### src/rtl/bus_pkg.sv
// Shared definitions for the transmit framer: FSM states, endpoint IDs and header layout.
package bus_pkg;

  localparam int unsigned BYTE_W  = 8;
  localparam int unsigned ID_W    = 2;
  localparam int unsigned LEN_W   = 4;
  localparam int unsigned CNT_W   = 5;
  localparam int unsigned BUF_MAX = 16;

  localparam int unsigned HDR_LEN_LSB  = 0;
  localparam int unsigned HDR_DEST_LSB = 4;
  localparam int unsigned HDR_SRC_LSB  = 6;

  localparam logic [ID_W-1:0] SHA_ID  = 2'b01;
  localparam logic [ID_W-1:0] AES_ID  = 2'b00;
  localparam logic [ID_W-1:0] CTRL_ID = 2'b11;

  typedef enum logic [2:0] {
    IDLE     = 3'd0,
    FILL     = 3'd1,
    HDR      = 3'd2,
    PAY      = 3'd3,
    CSUM     = 3'd4,
    WAIT_ACK = 3'd5,
    DONE     = 3'd6,
    DROP     = 3'd7
  } tx_state_e;

  // Header byte: {src, dest, payload length - 1}.
  function automatic logic [BYTE_W-1:0] build_hdr(input logic [ID_W-1:0]  src,
                                                  input logic [ID_W-1:0]  dest,
                                                  input logic [LEN_W-1:0] len_m1);
    logic [BYTE_W-1:0] h;
    h = '0;
    h[HDR_SRC_LSB +: ID_W]   = src;
    h[HDR_DEST_LSB +: ID_W]  = dest;
    h[HDR_LEN_LSB +: LEN_W]  = len_m1;
    return h;
  endfunction

endpackage

### src/rtl/tx_frame_buf.sv
// Payload register file; random-access read so a frame can be re-read for retransmission.
module tx_frame_buf
  import bus_pkg::*;
#(
  parameter int unsigned DEPTH = BUF_MAX
) (
  input  logic              clk,
  input  logic              wr_en_i,
  input  logic [LEN_W-1:0]  wr_idx_i,
  input  logic [BYTE_W-1:0] wr_data_i,
  input  logic [LEN_W-1:0]  rd_idx_i,
  output logic [BYTE_W-1:0] rd_data_o_c
);

  logic [BYTE_W-1:0] mem_q [DEPTH];

  always_ff @(posedge clk) begin
    if (wr_en_i) begin
      mem_q[wr_idx_i] <= wr_data_i;
    end
  end

  assign rd_data_o_c = mem_q[rd_idx_i];

endmodule

### src/rtl/bus_tx_framer.sv
// Transmit framer: buffers a payload frame, sends header/payload/checksum, retries on ack timeout.
module bus_tx_framer
  import bus_pkg::*;
#(
  parameter int unsigned MAX_LEN     = 16,
  parameter int unsigned ACK_TIMEOUT = 64,
  parameter int unsigned MAX_RETRY   = 3
) (
  input  logic              clk,
  input  logic              rst,
  input  logic [ID_W-1:0]   src_id,
  input  logic [ID_W-1:0]   dest_id,
  input  logic              in_valid,
  input  logic [BYTE_W-1:0] in_data,
  input  logic              in_last,
  output logic              in_ready,
  output logic              send_valid,
  output logic [BYTE_W-1:0] send_data,
  input  logic              send_ready,
  input  logic              ack,
  output logic              busy,
  output logic              frame_done,
  output logic              err
);

  localparam int unsigned TMR_W   = 8;
  localparam int unsigned RETRY_W = (MAX_RETRY < 2) ? 1 : $clog2(MAX_RETRY + 1);

  tx_state_e          state_q, state_d;
  logic [CNT_W-1:0]   cnt_q, cnt_d;
  logic [LEN_W-1:0]   idx_q, idx_d;
  logic [BYTE_W-1:0]  csum_q, csum_d;
  logic [RETRY_W-1:0] retry_q, retry_d;
  logic [TMR_W-1:0]   timer_q, timer_d;
  logic [ID_W-1:0]    dest_q, dest_d;

  logic               in_ready_q, in_ready_d;
  logic               send_valid_q, send_valid_d;
  logic [BYTE_W-1:0]  send_data_q, send_data_d;
  logic               busy_q, busy_d;
  logic               frame_done_q, frame_done_d;
  logic               err_q, err_d;

  logic               accept_c;
  logic               xfer_c;
  logic               buf_we_c;
  logic [LEN_W-1:0]   buf_widx_c;
  logic [BYTE_W-1:0]  buf_rdata_c;
  logic [CNT_W-1:0]   cnt_inc_c;

  assign accept_c  = in_valid && in_ready_q;
  assign xfer_c    = send_valid_q && send_ready;
  assign cnt_inc_c = cnt_q + CNT_W'(1);

  tx_frame_buf #(
    .DEPTH (MAX_LEN)
  ) u_buf (
    .clk         (clk),
    .wr_en_i     (buf_we_c),
    .wr_idx_i    (buf_widx_c),
    .wr_data_i   (in_data),
    .rd_idx_i    (idx_d),
    .rd_data_o_c (buf_rdata_c)
  );

  // Next-state and datapath update.
  always_comb begin
    state_d    = state_q;
    cnt_d      = cnt_q;
    idx_d      = idx_q;
    csum_d     = csum_q;
    retry_d    = retry_q;
    timer_d    = timer_q;
    dest_d     = dest_q;
    buf_we_c   = 1'b0;
    buf_widx_c = LEN_W'(cnt_q);

    case (state_q)
      IDLE: begin
        if (accept_c) begin
          buf_we_c   = 1'b1;
          buf_widx_c = '0;
          dest_d     = dest_id;
          cnt_d      = CNT_W'(1);
          state_d    = (in_last || MAX_LEN == 1) ? HDR : FILL;
        end
      end
      FILL: begin
        if (accept_c) begin
          buf_we_c = 1'b1;
          cnt_d    = cnt_inc_c;
          if (in_last || cnt_inc_c == CNT_W'(MAX_LEN)) begin
            state_d = HDR;
          end
        end
      end
      HDR: begin
        if (xfer_c) begin
          csum_d  = send_data_q;
          idx_d   = '0;
          state_d = PAY;
        end
      end
      PAY: begin
        // Checksum folds in the byte actually leaving on the bus.
        if (xfer_c) begin
          csum_d = csum_q ^ send_data_q;
          if (idx_q == LEN_W'(cnt_q - CNT_W'(1))) begin
            state_d = CSUM;
          end else begin
            idx_d = idx_q + LEN_W'(1);
          end
        end
      end
      CSUM: begin
        if (xfer_c) begin
          timer_d = '0;
          state_d = WAIT_ACK;
        end
      end
      WAIT_ACK: begin
        timer_d = timer_q + TMR_W'(1);
        if (ack) begin
          state_d = DONE;
        end else if (timer_q == TMR_W'(ACK_TIMEOUT - 1)) begin
          if (retry_q < RETRY_W'(MAX_RETRY)) begin
            retry_d = retry_q + RETRY_W'(1);
            state_d = HDR;
          end else begin
            state_d = DROP;
          end
        end
      end
      DONE, DROP: begin
        cnt_d   = '0;
        retry_d = '0;
        idx_d   = '0;
        state_d = IDLE;
      end
      default: begin
        state_d = IDLE;
      end
    endcase
  end

  // Outputs decoded from the next state so every port comes straight from a flop.
  always_comb begin
    in_ready_d   = 1'b0;
    send_valid_d = 1'b0;
    send_data_d  = '0;
    busy_d       = (state_d != IDLE);
    frame_done_d = 1'b0;
    err_d        = 1'b0;

    case (state_d)
      IDLE, FILL: begin
        in_ready_d = 1'b1;
      end
      HDR: begin
        send_valid_d = 1'b1;
        send_data_d  = build_hdr(src_id, dest_d, LEN_W'(cnt_d - CNT_W'(1)));
      end
      PAY: begin
        send_valid_d = 1'b1;
        send_data_d  = buf_rdata_c;
      end
      CSUM: begin
        send_valid_d = 1'b1;
        send_data_d  = csum_d;
      end
      DONE: begin
        frame_done_d = 1'b1;
      end
      DROP: begin
        err_d = 1'b1;
      end
      default: begin
        in_ready_d = 1'b0;
      end
    endcase
  end

  always_ff @(posedge clk or posedge rst) begin
    if (rst) begin
      state_q      <= IDLE;
      cnt_q        <= '0;
      idx_q        <= '0;
      csum_q       <= '0;
      retry_q      <= '0;
      timer_q      <= '0;
      dest_q       <= '0;
      in_ready_q   <= 1'b0;
      send_valid_q <= 1'b0;
      send_data_q  <= '0;
      busy_q       <= 1'b0;
      frame_done_q <= 1'b0;
      err_q        <= 1'b0;
    end else begin
      state_q      <= state_d;
      cnt_q        <= cnt_d;
      idx_q        <= idx_d;
      csum_q       <= csum_d;
      retry_q      <= retry_d;
      timer_q      <= timer_d;
      dest_q       <= dest_d;
      in_ready_q   <= in_ready_d;
      send_valid_q <= send_valid_d;
      send_data_q  <= send_data_d;
      busy_q       <= busy_d;
      frame_done_q <= frame_done_d;
      err_q        <= err_d;
    end
  end

  assign in_ready   = in_ready_q;
  assign send_valid = send_valid_q;
  assign send_data  = send_data_q;
  assign busy       = busy_q;
  assign frame_done = frame_done_q;
  assign err        = err_q;

endmodule
### config.mk
export PLATFORM = sky130hd
export DESIGN_NAME = bus_tx_framer
export DESIGN_NICKNAME = d
export VERILOG_FILES = /design/src/rtl/bus_pkg.sv /design/src/rtl/tx_frame_buf.sv /design/src/rtl/bus_tx_framer.sv
export SDC_FILE = /design/constraint.sdc
export NUM_CORES = 1
export LEC_CHECK = 0
export CAP_MARGIN = 20
export CELL_PAD_IN_SITES_DETAIL_PLACEMENT = 0
export CELL_PAD_IN_SITES_GLOBAL_PLACEMENT = 1
export CORE_ASPECT_RATIO = 0.6
export CORE_UTILIZATION = 37
export DETAILED_ROUTE_END_ITERATION = 7
export PLACE_DENSITY = 0.6
export RECOVER_POWER = 25
export SYNTH_ARGS = -nofsm -noshare
export SYNTH_HDL_FRONTEND = slang
export SYNTH_SLANG_ARGS = --single-unit
### constraint.sdc
create_clock -name clk -period 6.55 [get_ports clk]
set_clock_uncertainty 0.1 [all_clocks]
set_input_delay 0.655 -clock clk [delete_from_list [all_inputs] [get_ports clk]]
set_output_delay 0.655 -clock clk [all_outputs]
set_load 0.005 [all_outputs]
# After elaboration in Yosys (flattened, before gate mapping)
# Memories as Yosys holds them, arrays and structs flattened.
# Index checks and enable logic that the tools add are counted.
# totals
ramBits,128
memories,1
regBits,45
elab_cells,97
output_inout_bits,13
# mem_list
memory,words,width,read_ports,rd_clocked_by_memory_dff,wr,line_no,rtl
u_buf.mem_q,16,8,1,0,1,tx_frame_buf.sv:15,logic [BYTE_W-1:0] mem_q [DEPTH];
# classes
muxes,41
add_sub_neg,6
n_reduce_logical,14
order_cmp,1
bitwise,1
n_eq_ne,20
# ops
operator,count
8-bit one-hot mux with 2 select lines,2
3-bit 2-to-1 mux,10
8-bit 2-to-1 mux,3
8-bit one-hot mux with 3 select lines,1
3-bit equality test (second input constant),7
3-bit one-hot mux with 7 select lines,1
4-bit 2-to-1 mux,5
5-bit one-hot mux with 3 select lines,1
3-bit by 2-bit equality test with 1-bit output (second input constant),4
2-bit 2-to-1 mux,6
4-bit one-hot mux with 3 select lines,1
5-bit 2-to-1 mux,2
8-bit by 1-bit adder with 8-bit output (second input constant),1
8-bit by 6-bit equality test with 1-bit output (second input constant),1
1-bit 2-to-1 mux,8
2-bit != test (second input constant),4
4-bit by 1-bit subtractor with 4-bit output (second input constant),2
8-bit bitwise XOR,1
3-bit by 1-bit equality test with 1-bit output (second input constant),2
3-bit logical NOT,2
2-bit OR reduction,3
5-bit by 1-bit adder with 5-bit output (second input constant),1
5-bit equality test (second input constant),1
4-bit by 1-bit adder with 4-bit output (second input constant),1
other kinds (11),13

# Depth between registers and ports, before layout
# depth
depth_word,9
ltp_mapped,14

# By module
# A second synthesis with hierarchy kept.
# hier_totals
hier_cells,515
area_unflattened_um2,7664.9
# by_module_without_submodules
module,cells_each,area_per_inst_um2,instances
tx_frame_buf,221,4987.3,1
bus_tx_framer,294,2677.6,1

# Least setup slack after synthesis
# No wires, ideal clock.
# synth_timing
path_type,register to register
startpoint,register cnt_q[0]
endpoint,register send_data_q[5] (netlist: send_data[5])
path_stages_with_launch,14
n_path_buf,3
slack_ns,3.534
arrival_time_ns,2.792
t_required_ns,6.326
setup_time_ns,0.124
cell_sequence,dfrtp_1 -> buf_2 -> inv_1 -> ha_1 -> xor2_1 -> and3_4 -> a2111oi_2 -> a211o_2 -> buf_6 -> buf_8 -> mux2i_1 -> mux2i_1 -> mux2_2 -> a211o_1
# synth_between
elab_chain_len,8
# synth_lines
element,line_no,rtl
start: declaration,bus_tx_framer.sv:30,"logic [CNT_W-1:0] cnt_q, cnt_d;"
start signal: assignment,bus_tx_framer.sv:200,cnt_q <= cnt_d;
branches (longest 7 deep; another with memory 16 x 8 bit),n/a,
8-bit one-hot mux with 3 select lines *,bus_tx_framer.sv:155,case (state_d)
net send_data_d[5],bus_tx_framer.sv:39,"logic [BYTE_W-1:0] send_data_q, send_data_d;"
end signal: assignment,bus_tx_framer.sv:208,send_data_q <= send_data_d;
end: declaration,bus_tx_framer.sv:39,
# Mark *: on every way through the listed nets, which the timed path passes.
# A chain may end at the register's enable or synchronous reset.

# Worst setup path in the final report
# layout_timing
startpoint,register cnt_q[2]
endpoint,register send_data_q[7] (netlist: send_data[7])
# The elaborated chain is that of the path after synthesis.

==> run_results.csv <==
group,metric,value,unit
routing,routed_via_density,5.39,
clock_network,cts-htree-levels,4,
finish,num_antenna_cells,0,
floorplan,num_rows,41,
sta,hold_slack,388,ps
min_path,hp-start,"timer_q[7]",
power_and_ir_drop,pwr-share-seq,39.1,%
yosys,ys_ff_latch,173,
yosys,yosysSeqAreaShare,62.7,%
clock_network,clk_pin_slew,70,ps
placement,dp_worst_setup_slack,2470,ps
routing,vias,4821,
sta,setup_viol,0,
finish,area_growth,13.8,%
power_and_ir_drop,ir_worst_vdd,0.000194,V
setup_path,crit_required,6770,ps
yosys,synth_nets,598,
placement,gp_congestion,0.797,
sta,relSlewSlack,-56.4,%
finish,fin_nets,628,
routing,first_pass_iters,4,
sta,tns,0,ps
placement,port-buffer-count,30,
sta,fmax,245,MHz
routing,drc_errors,0,
routing,ant_nets,0,
setup_path,max_stage_delay,650,ps
sta,worst_pin_slew,2350,ps
setup_path,timing.rr.end,"send_data[7]",
yosys,synth_ff_type,"edfxtp_1",
placement,detailed_place_hpwl,14000,um
power_and_ir_drop,combinationalPowerShare,33.9,%
sta,hold_viol,0,
yosys,synth_edf_count,128,
yosys,async_flop_share,26.0,%
yosys,syn-instance-count,572,
yosys,synth_cell_types,66,
run,drv_cap,1,
setup_path,critPathArrivalTime,4300,ps
min_path,hold_path_depth,1,
floorplan,fp.dieH,115,um
finish,layout_commonest_cell,"edfxtp_1",
clock_network,post-cts-setup-buffer-count,0,
setup_path,path_max_fanout,45,
floorplan,fp.dieW,191,um
setup_path,slowest_stage,"dfrtp_1",
power_and_ir_drop,switchingPower,1270,uW
clock_network,ctsHoldBuffers,0,
global_route,first_global_vias,4577,
global_route,overflow,0,
sta,finalCritPeriodShare,62.4,%
floorplan,dieArea,22000,um^2
setup_path,setup.worst_path.class,"reg2reg",
power_and_ir_drop,p_leak,0.00316,uW
clock_network,cts_resized,0,
clock_network,clk_latency,440,ps
min_path,hold_path.class,"reg2reg",
yosys,syn_area,7920,um^2
floorplan,top_level_ports,31,
power_and_ir_drop,power_density,402,nW/um^2
global_route,grt_usage,19.3,%
min_path,holdPathEnd,"timer_q[7]",
setup_path,critPathLaunch,"cnt_q[2]",
yosys,syn_area_per_cell,13.8,um^2
global_route,grt_pass1_wl,29900,um
clock_network,cts.sinks,173,
clock_network,clock_path_buffers,2,
outcome,violations,"max-capacitance violations, max-slew violations",
floorplan,initial_core_util,37.7,%
setup_path,rr_startpoint,"cnt_q[2]",
finish,drive_above_1_share,11.5,%
floorplan,coreArea,21000,um^2
finish,final_cells,894,
global_route,antenna_found_initial,2,
routing,wirelength,20000,um
power_and_ir_drop,swShare,35.0,%
power_and_ir_drop,internal_power,2350,uW
sta,grt_setup_unrepaired,"false",
setup_path,path_cells,"xnor3_1 -> and3_4 -> a2111oi_2 -> a211o_4 -> buf_4 -> mux2i_1 -> mux2i_1 -> mux2_2 -> a211o_1",
finish,final_cell_mix,"edfxtp_1, mux2i_1, dfrtp_1, nor2_1, nand2_1",
setup_path,rr_worst_depth,9,
sta,period_needed,4090,ps
finish,n_fill_cell,1933,
setup_path,cpMostUsedCell,"mux2i_1",
outcome,outcome,"finished, violations left",
placement,dp_cells,860,
setup_path,endpoint_kind,"flop",
sta,drv_slew,41,
routing,first_iter_violations,403,
yosys,yosysWarnings,0,
clock_network,cts_tree,"yes",
clock_network,numCtsBuffers,17,
power_and_ir_drop,pwr-share-clk,27.0,%
setup_path,reg2reg_setup_slack,2460,ps
clock_network,cts-root-buf,"clkbuf_16",
sta,fin_ws,2460,ps
setup_path,critPathLaunchType,"flop",
routing,detail_route.wl_per_cell,22.3,um
global_route,grt_max_degree,46,
-- worst max-delay path: cells and delay by family (launching register included) --
kind	cells	cell delay, ps
simple gates	1	200
compound gates	3	1340
mux	3	630
flops	1	650
buf+inv	1	470
xor+xnor	1	520
-- final cells by class --
class                           count  area, um^2  area share (%)
Clock buffer                       20         437            4.85
Inverter                           10        37.5           0.416
Multi-Input combinational cell    361        2730            30.3
Sequential cell                   173        4970            55.1
Tap cell                          279         349            3.87
Timing Repair Buffer               39         372            4.12
Clock inverter                     12         120            1.33
-- logic make-up (layout without fill, tap and decap cells) --
logic type / Yosys count / count (layout) / share of synthesized area (%)
compound gates: 99 / 99 / 8.74
xor+xnor: 12 / 12 / 1.69
fa+ha+maj: 8 / 8 / 1.26
buf+inv: 38 / 81 / 3.11
flops: 173 / 173 / 62.7
mux: 105 / 105 / 13.6
simple gates: 137 / 137 / 8.80
-- synthesized netlist by cell type (all sizes together), types with 3 or more instances --
| library cell | count | area (um^2) |
|---|---|---|
| dfrtp | 45 | 1130 |
| mux2 | 24 | 270 |
| xor2 | 8 | 70.1 |
| clkbuf | 15 | 56.3 |
| nand2 | 31 | 116 |
| ha | 8 | 100 |
| o21ai | 23 | 126 |
| a31oi | 3 | 18.8 |
| and3 | 4 | 30.0 |
| nand2b | 4 | 25.0 |
| o31ai | 5 | 37.5 |
| edfxtp | 128 | 3840 |
| nand4b | 4 | 35.0 |
| xnor2 | 3 | 41.3 |
| o22ai | 7 | 43.8 |
| nor2 | 43 | 161 |
| nand3 | 15 | 80.1 |
| inv | 10 | 37.5 |
| o211ai | 8 | 60.1 |
| a211o | 7 | 62.6 |
| a22oi | 6 | 45.0 |
| nand4 | 5 | 31.3 |
| or2 | 3 | 18.8 |
| and2 | 6 | 37.5 |
| a21oi | 20 | 100 |
| buf | 13 | 153 |
| nor3 | 6 | 35.0 |
| mux2i | 81 | 811 |
| nand3b | 3 | 22.5 |
| a211oi | 3 | 22.5 |
-- power groups by stage --
stage / Sequential (uW) / Clock, uW / Combinational (uW)
4_1_cts: 1410 / 996 / 1230
3_5_place_dp: 1440 / 0 / 1220
6_report: 1420 / 976 / 1230
2_1_floorplan: 1370 / 0 / 937
3_3_place_gp: 1440 / 0 / 1210
5_1_grt: 1430 / 1050 / 1340
-- per-stage QoR --
| step | area (um^2) | total power (uW) | util (%) |
|---|---|---|---|
| finish | 9010 | 3620 | 43.0 |
| global route | 9010 | 3830 | 43.0 |
| CTS | 8990 | 3640 | 42.9 |
| detailed placement | 8440 | 2660 | 40.2 |
| global placement | 8440 | 2640 | 40.2 |
| floorplan | 7920 | 2300 | - |
-- metal layers --
layer  wire length [um]  vias up  share of wire, %  global-route usage, %
met5                  0        -                 0                      0
met1              10900     2446                55                   31.4
met4                211        0               1.1                   4.69
li1                   -     2244                 -                      -
met2               7850      116                39                   24.7
met3               1020       15               5.1                   4.95
-- sequential cells by signal, summed over array words and instances, names as in the netlist, 2 cells and up --
signal and cells:
csum_q 8, send_data 8, cnt_q 5, state_q 3
dest_q 2, retry_q 2, idx_q 4, timer_q 8
u_buf.mem_q 128
-- worst max-delay path by stage --
stage	endpoint	slack, ps	depth (start not counted)
after CTS	send_data[7]	2440	9
after floorplan	send_data[5]	3530	13
final	send_data[7]	2460	9
after global placement	send_data[6]	2580	9
after global routing	send_data[6]	2260	9
after detailed placement	send_data[7]	2470	9
(Power assumes the default switching activity.)
